### src/rtl/core_regfile_pkg.sv
// Shared core defines: datapath types, status-register layout and SPR indices
// used by the register file and the SPR/exception block.
package core_regfile_pkg;

  typedef logic [31:0] data_t;
  typedef logic [31:0] addr_t;
  typedef logic [31:0] reg_t;
  typedef logic [4:0]  reg_addr_t;

  // Packed LSB-last: ie lands on bit 0 and sm on bit 1.
  typedef struct packed {
    logic [29:0] rsvd;
    logic        sm;
    logic        ie;
  } sr_t;

  localparam int SR_IE_BIT = 0;
  localparam int SR_SM_BIT = 1;

  localparam sr_t SR_RESET = 32'h0000_0002;

  localparam logic [4:0] SPR_SR  = 5'd0;
  localparam logic [4:0] SPR_EPC = 5'd1;
  localparam logic [4:0] SPR_ESR = 5'd2;

endpackage

### src/rtl/core_regfile_spr.sv
// Special-purpose registers (SR, ESR, EPC) and exception entry/return sequencing.
// Priority per cycle: exception entry, then exception return, then MOV-to-SPR.
module core_spr
  import core_regfile_pkg::*;
(
  input  logic        clk,
  input  logic        rst,
  input  logic        spr_we,
  input  logic [4:0]  spr_addr,
  input  logic [31:0] spr_wdata,
  input  logic        exc_req,
  input  addr_t       exc_pc,
  input  logic        eret,
  output sr_t         sr,
  output sr_t         esr,
  output reg_t        epc,
  output logic        in_exc
);

  sr_t  sr_q, sr_d;
  sr_t  esr_q, esr_d;
  reg_t epc_q, epc_d;
  logic in_exc_q, in_exc_d;

  always_comb begin
    sr_d     = sr_q;
    esr_d    = esr_q;
    epc_d    = epc_q;
    in_exc_d = in_exc_q;
    if (exc_req) begin
      // Nested entry simply overwrites the saved context; no stack is kept.
      esr_d    = sr_q;
      epc_d    = exc_pc;
      sr_d.ie  = 1'b0;
      sr_d.sm  = 1'b1;
      in_exc_d = 1'b1;
    end else if (eret) begin
      sr_d     = esr_q;
      in_exc_d = 1'b0;
    end else if (spr_we) begin
      case (spr_addr)
        SPR_SR:  sr_d  = sr_t'(spr_wdata);
        SPR_EPC: epc_d = spr_wdata;
        SPR_ESR: esr_d = sr_t'(spr_wdata);
        default: ;
      endcase
    end
  end

  always_ff @(posedge clk or negedge rst) begin
    if (!rst) begin
      sr_q     <= SR_RESET;
      esr_q    <= '0;
      epc_q    <= '0;
      in_exc_q <= 1'b0;
    end else begin
      sr_q     <= sr_d;
      esr_q    <= esr_d;
      epc_q    <= epc_d;
      in_exc_q <= in_exc_d;
    end
  end

  assign sr     = sr_q;
  assign esr    = esr_q;
  assign epc    = epc_q;
  assign in_exc = in_exc_q;

endmodule

### src/rtl/core_regfile.sv
// 32x32 general-purpose register file with two combinational read ports,
// same-cycle writeback bypass and a hard-wired zero r0; hosts the SPR block.
module core_regfile
  import core_regfile_pkg::*;
(
  input  logic        clk,
  input  logic        rst,
  input  reg_addr_t   rd_a_addr,
  output data_t       rd_a_data,
  input  reg_addr_t   rd_b_addr,
  output data_t       rd_b_data,
  input  logic        wb,
  input  reg_addr_t   wb_addr,
  input  data_t       wb_data,
  input  logic        spr_we,
  input  logic [4:0]  spr_addr,
  input  logic [31:0] spr_wdata,
  input  logic        exc_req,
  input  addr_t       exc_pc,
  input  logic        eret,
  output sr_t         sr,
  output sr_t         esr,
  output reg_t        epc,
  output logic        in_exc
);

  data_t gpr_q [32];
  data_t gpr_d [32];
  logic  wb_en;

  // Gating with rst keeps the bypass from leaking a write that reset discards.
  assign wb_en = wb && rst && (wb_addr != '0);

  always_comb begin
    gpr_d = gpr_q;
    if (wb_en) begin
      gpr_d[wb_addr] = wb_data;
    end
  end

  always_ff @(posedge clk or negedge rst) begin
    if (!rst) begin
      for (int i = 0; i < 32; i++) begin
        gpr_q[i] <= '0;
      end
    end else begin
      gpr_q <= gpr_d;
    end
  end

  always_comb begin
    rd_a_data = '0;
    if (rd_a_addr != '0) begin
      rd_a_data = (wb_en && wb_addr == rd_a_addr) ? wb_data : gpr_q[rd_a_addr];
    end
  end

  always_comb begin
    rd_b_data = '0;
    if (rd_b_addr != '0) begin
      rd_b_data = (wb_en && wb_addr == rd_b_addr) ? wb_data : gpr_q[rd_b_addr];
    end
  end

  core_spr u_spr (
    .clk       (clk),
    .rst       (rst),
    .spr_we    (spr_we),
    .spr_addr  (spr_addr),
    .spr_wdata (spr_wdata),
    .exc_req   (exc_req),
    .exc_pc    (exc_pc),
    .eret      (eret),
    .sr        (sr),
    .esr       (esr),
    .epc       (epc),
    .in_exc    (in_exc)
  );

endmodule
### config.mk
export PLATFORM = sky130hd
export DESIGN_NAME = core_regfile
export DESIGN_NICKNAME = d
export VERILOG_FILES = /design/src/rtl/core_regfile_pkg.sv /design/src/rtl/core_regfile_spr.sv /design/src/rtl/core_regfile.sv
export SDC_FILE = /design/constraint.sdc
export NUM_CORES = 2
export LEC_CHECK = 0
export CAP_MARGIN = 20
export CORE_ASPECT_RATIO = 1.1
export CORE_MARGIN = 4
export CORE_UTILIZATION = 60
export CTS_CLUSTER_SIZE = 28
export DETAILED_ROUTE_END_ITERATION = 8
export GPL_TIMING_DRIVEN = 1
export PLACE_DENSITY = 0.9
export RECOVER_POWER = 100
export SYNTH_ARGS = -nofsm -noshare
export SYNTH_HDL_FRONTEND = slang
export SYNTH_SLANG_ARGS = --single-unit
### constraint.sdc
create_clock -name clk -period 12.1 [get_ports clk]
set_clock_uncertainty 0.05 [all_clocks]
set_input_delay 3.63 -clock clk [delete_from_list [all_inputs] [get_ports clk]]
set_output_delay 3.63 -clock clk [all_outputs]
set_load 0.01 [all_outputs]
After elaboration in Yosys (flattened, before gate mapping) --
Index checks and enable logic that the tools add are counted.
Word-level totals: input bits 122, bits in registers 1121, word-level logic and storage cells 101, output and inout port bits 161
Operators by class: eq/ne operators 5, magnitude comparators 4, multiplexer cells 27, reductions and logical operators 21, bitwise gates (word level) 4
Operator list (number):
- $bwmux W1024 | 1
- $mux W32 | 20
- $bmux W32 S5 | 2
- $demux W32 S5 | 1
- $ge A6 B6 Y1 const B | 3
- $not A5 Y6 | 3
- $reduce_bool A5 Y1 | 3
- $reduce_bool A2 Y1 | 6
- $eq A5 B5 Y1 | 2
- $reduce_and A3 Y1 | 3
- $lt A6 B1 Y1 const B | 1
- $reduce_bool A3 Y1 | 2
- $eq A5 B1 Y1 const B | 1
- $eq A5 B2 Y1 const B | 1
- $logic_and A1 B1 Y1 | 5
- $logic_not A5 Y1 | 1
- $mux W1 | 2
- $mux W2 | 1
- $ne A2 B2 Y1 const B | 1
- $reduce_and A2 Y1 | 1
- $not A1 Y1 | 1

Logic depth before layout (Yosys ltp) --
depth after elaboration 6, gate-level depth with buffers 11, depth with buffers taken out 6

Modules after synthesis --
From an unflattened synthesis, not the netlist that was laid out.
Unflattened totals: cells, all modules 4292, area, all modules 60003.8 sq um
Modules (own cells, without submodules):
- core_regfile | area an instance 54996.5 sq um, sequential area each 25624.6 sq um, times used 1, cells an instance 3826
- core_spr | area an instance 5007.3 sq um, sequential area each 2428.6 sq um, times used 1, cells an instance 466

Worst setup path after synthesis --
No wires, ideal clock.
path kind input -> output, from in rd_b_addr[2], to out rd_b_data[14], path slack 3.068 ns, required time 8.420 ns, stages 8, arrival time 5.352 ns, path buffers 4, path through buf_2 -> buf_2 -> buf_2 -> buf_1 -> mux4_2 -> a21oi_1 -> nand2_1 -> a32o_1
On the way: longest elaborated chain between the ends 6, elaborated cells between the ends (all ways) 9, those cells by class 1 x eq/ne; 5 x mux; 1 x bitwise; 2 x reduce/logical
RTL lines:
- from (decl) | RTL line core_regfile.sv:10 | input reg_addr_t rd_b_addr,
- $not A5 Y6 (implied by the code) | RTL line core_regfile.sv:61 | rd_b_data = (wb_en && wb_addr == rd_b_addr) ? wb_data : gpr_q[rd_b_addr];
- $bmux W32 S5 | RTL line core_regfile.sv:61
- $mux W32 (implied by the code) (2 in series) | RTL line core_regfile.sv:61
- $mux W32 | RTL line core_regfile.sv:61
- $mux W32 (*) | RTL line core_regfile.sv:60 | if (rd_b_addr != '0) begin
- to (decl) | RTL line core_regfile.sv:11 | output data_t rd_b_data,
Mark *: on every way between the ends. The rest lies on a longest branch, timed or not. The select of a mux whose other input is x is not followed.

Final worst setup path --
from in wb_addr[0], to out rd_a_data[1]
On the way: longest elaborated chain between the ends 5, elaborated cells between the ends (all ways) 6, those cells by class 1 x eq/ne; 2 x mux; 3 x reduce/logical
RTL lines:
- from (decl) | RTL line core_regfile.sv:13 | input reg_addr_t wb_addr,
- $reduce_bool A5 Y1 | RTL line core_regfile.sv:32 | assign wb_en = wb && rst && (wb_addr != '0);
- $logic_and A1 B1 Y1 | RTL line core_regfile.sv:32
- $logic_and A1 B1 Y1 (*) | RTL line core_regfile.sv:54 | rd_a_data = (wb_en && wb_addr == rd_a_addr) ? wb_data : gpr_q[rd_a_addr];
- $mux W32 (*) | RTL line core_regfile.sv:54
- $mux W32 (*) | RTL line core_regfile.sv:53 | if (rd_a_addr != '0) begin
- to (decl) | RTL line core_regfile.sv:9 | output data_t rd_a_data,
Mark *: on every way between the ends. The rest lies on a longest branch, timed or not.

==> flow_metrics.tcl <==
set metrics [dict create \
    hold_buffers 0 \
    syn_inst 4269 \
    tns_ns 0 \
    ys_warn_count 0 \
    antenna_found_initial 12 \
    post-route-min-period_ns 11.72 \
    finalWirelength_um 195700 \
    power.density_nw_per_um2 150.9 \
    synthTopCellsByArea "dfrtp_1, mux2_2, mux4_2, mux2i_1, clkbuf_1" \
    worst_pin_slew_ns 4.719 \
    drtAntennaViolNets 0 \
    clk_latency_ns 0.71 \
    max_freq_mhz 85.31 \
    start_util_pct 60.36 \
    synth_edf_count 0 \
    ys.flop_type "dfrtp_1" \
    port_buffers 282 \
    rr_worst_depth 2 \
    dp_hpwl_um 113600 \
    seq_area_frac_synth_pct 47.01 \
    die_h_um 338.8 \
    synth_adder_area_share_pct 0 \
    die_area_um2 104600 \
    cts_buffers 112 \
    hold_viol_final 0 \
    via_count 42770 \
    wl_per_cell_um 34.08 \
    rsz0062_at_grt "no" \
    critPathArrivalTime_ns 8.04 \
    cts_num_sinks 1121 \
    ctsRootBufferMaster "clkbuf_16" \
    r2r_setup_slack_ns 11.01 \
    slew_violations 1808 \
    synth_top_cell_area_share_pct 46.97 \
    cts_max_level 3 \
    crit_fanout 22 \
    r2r-end "u_spr.sr[3]$_DFFE_PN0P_" \
    cts_buffer_depth 3 \
    cts_resized 0 \
    cts_tree "done" \
    critPathCaptureType "primary output" \
    grt_max_degree 200 \
    multi_input_area_um2 29390 \
    synthesis.nets 4391 \
    nFillCells 6133 \
    maxCapViolCount 59 \
    synth_compound_area_share_pct 6.219 \
    crit-reg2reg-launch "u_spr.esr[3]$_DFFE_PN0P_" \
    critPathLaunchType "primary input" \
    grt_use_met1_pct 44.71 \
    synth_top_family_by_area "multiplexers" \
    period_share_pct 96.88 \
    grt_use_total_pct 36.83 \
    grt-ovfl-total 0 \
    met2_usage_pct 54.76 \
    power_mw 10.12 \
    synth_area_per_cell_um2 13.98 \
    nets 4468 \
    drive_gt1_share_pct 39.02 \
    hp-start "gpr_q[1016]$_DFFE_PN0P_" \
    hold_depth 0 \
    ios 283 \
    regArea_um2 28050 \
    p_leak_nw 29.72 \
    first_pass_iters 8 \
    yosysTopAreaCell "dfrtp_1" \
    max-vdd-ir-drop_mv 0.1329 \
    ys_ff_latch 1121 \
    ys_types 65 \
    use_met3_pct 12.51 \
    grt_pass1_wl_um 287900 \
    viasPerCell 7.450 \
    synth-simple-area-share_pct 2.558 \
    setup_viol 0 \
    gp_congestion 0.9030 \
    postSynth.asyncResetShare_pct 100.0 \
    relSlewSlack_pct -214.6 \
    fp.dieW_um 308.7 \
    path_class "in -> out" \
    clk_pin_slew_ns 0.06 \
    post_cts_buffers 0 \
    syn_to_final_growth_pct 12.36 \
    status "finished with violations" \
    synth.area.mux_share_pct 40.30 \
    worstHoldPathType "reg -> reg" \
    coreArea_um2 98860 \
    hold_end "gpr_q[1016]$_DFFE_PN0P_" \
    whs_ns 0.3452 \
    drc 0 \
    required_ns 8.42 \
    grt_pass1_vias 44830 \
    fin_util_pct 67.83 \
    busiest_layer "met2" \
    drt_iter0_markers 5948 \
    rows 121 \
    syn_area_um2 59680 \
    synth_xor_area_share_pct 0.1468 \
    violations "capacitance limit, slew limit" \
]
[layout by cell type, fill, tap and decap left out, types with 16 or more instances in the layout]
master and instances:
mux2_2 999, buf_12 16, buf_4 86, a221o_1 19, a21oi_1 70, o221ai_1 32
a211oi_1 35, dlygate4sd3_1 150, mux2i_1 392, clkinv_2 19, mux2_1 24, clkdlybuf4s50_1 119
o21ai_0 104, nand2_1 156, a32o_1 30, clkbuf_1 72, clkbuf_8 24, a22oi_1 85
mux4_2 382, a221oi_1 30, o22ai_1 46, clkbuf_16 117, nor2_1 93, a21oi_2 30
nand3_1 32, dfrtp_1 1120
[stage by stage]
step / cells / area [µm²] / setup slack, ns
after floorplan: 4269 / 59680 / 3.068
after global placement: 5514 / 63440 / 0.9520
after detailed placement: 5515 / 63470 / 0.8887
after CTS: 5724 / 67310 / 0.8737
after global routing: 5736 / 67040 / 0.3844
final: 5741 / 67050 / 0.3781
[how the worst max path moves through the flow]
stage                  from             to  slack, ns  cells past startpoint
2_1_floorplan  rd_b_addr[2]  rd_b_data[14]       3.07                      8
3_3_place_gp     wb_addr[0]   rd_a_data[1]       0.95                      8
3_5_place_dp     wb_addr[1]   rd_a_data[1]       0.89                      8
4_1_cts          wb_addr[1]  rd_a_data[21]       0.87                      8
5_1_grt          wb_addr[0]  rd_b_data[28]       0.38                      9
6_report         wb_addr[0]   rd_a_data[1]       0.38                      8
[layer usage]
metal,up-vias,routed length [µm]
li1,16450,-
met1,21750,64780
met2,3444,87210
met3,1123,26240
met4,6,17380
met5,-,73
[Yosys cell counts (19+ instances only)]
master and number:
buf_4 35, nand3_1 32, o21ai_1 41, a22oi_1 85
a21oi_2 31, nor2_1 95, a221o_1 19, mux2_2 1016
mux2i_1 392, a32o_1 30, dfrtp_1 1120, a221oi_1 30
clkbuf_1 272, nand2_1 156, o21ai_0 64, a211oi_1 35
a21oi_1 69, o221ai_1 32, buf_6 23, o22ai_1 46
mux4_2 382, buf_1 25, buf_2 116
[report_power, final]
group          total [mW]  internal, mW  switching, mW
Sequential           4.63          4.23          0.398
Combinational        1.83         0.978          0.847
Clock                3.66          2.09           1.57
Total                10.1          7.30           2.82
[area by class of cell]
class | count | area share [%]
Multi-Input combinational cell | 2671 | 43.84
Timing Repair Buffer | 435 | 6.132
Antenna cell | 9 | 0.03359
Clock inverter | 43 | 0.7893
Inverter | 5 | 0.02799
Tap cell | 1291 | 2.409
Clock buffer | 166 | 4.936
Sequential cell | 1121 | 41.84
[cell families (layout without fill, tap and decap cells)]
kind of cell | Yosys count | after routing
muxes | 1797 | 1797
AOI/OAI and AO/OA | 522 | 522
buffers and inverters | 477 | 649
and+or+nand+nor | 342 | 342
xor gates and xnor gates | 10 | 10
other | 0 | 9
DFF | 1121 | 1121
[worst max-delay path, cell delays in order]
cell           delay (ns)
dlygate4sd3_1        0.68
or2_0                0.43
o21bai_1             0.38
or4_1                1.11
nand2_1              0.50
a31oi_1              0.31
a211o_1              0.33
dlygate4sd3_1        0.67
[sequential cells by signal, indices dropped and copies added, names as in the netlist]
register / cells
u_spr.epc: 32
u_spr.sr: 32
gpr_q: 1024
u_spr.esr: 32
u_spr.in_exc: 1
Power figures use the tool's default switching activity.
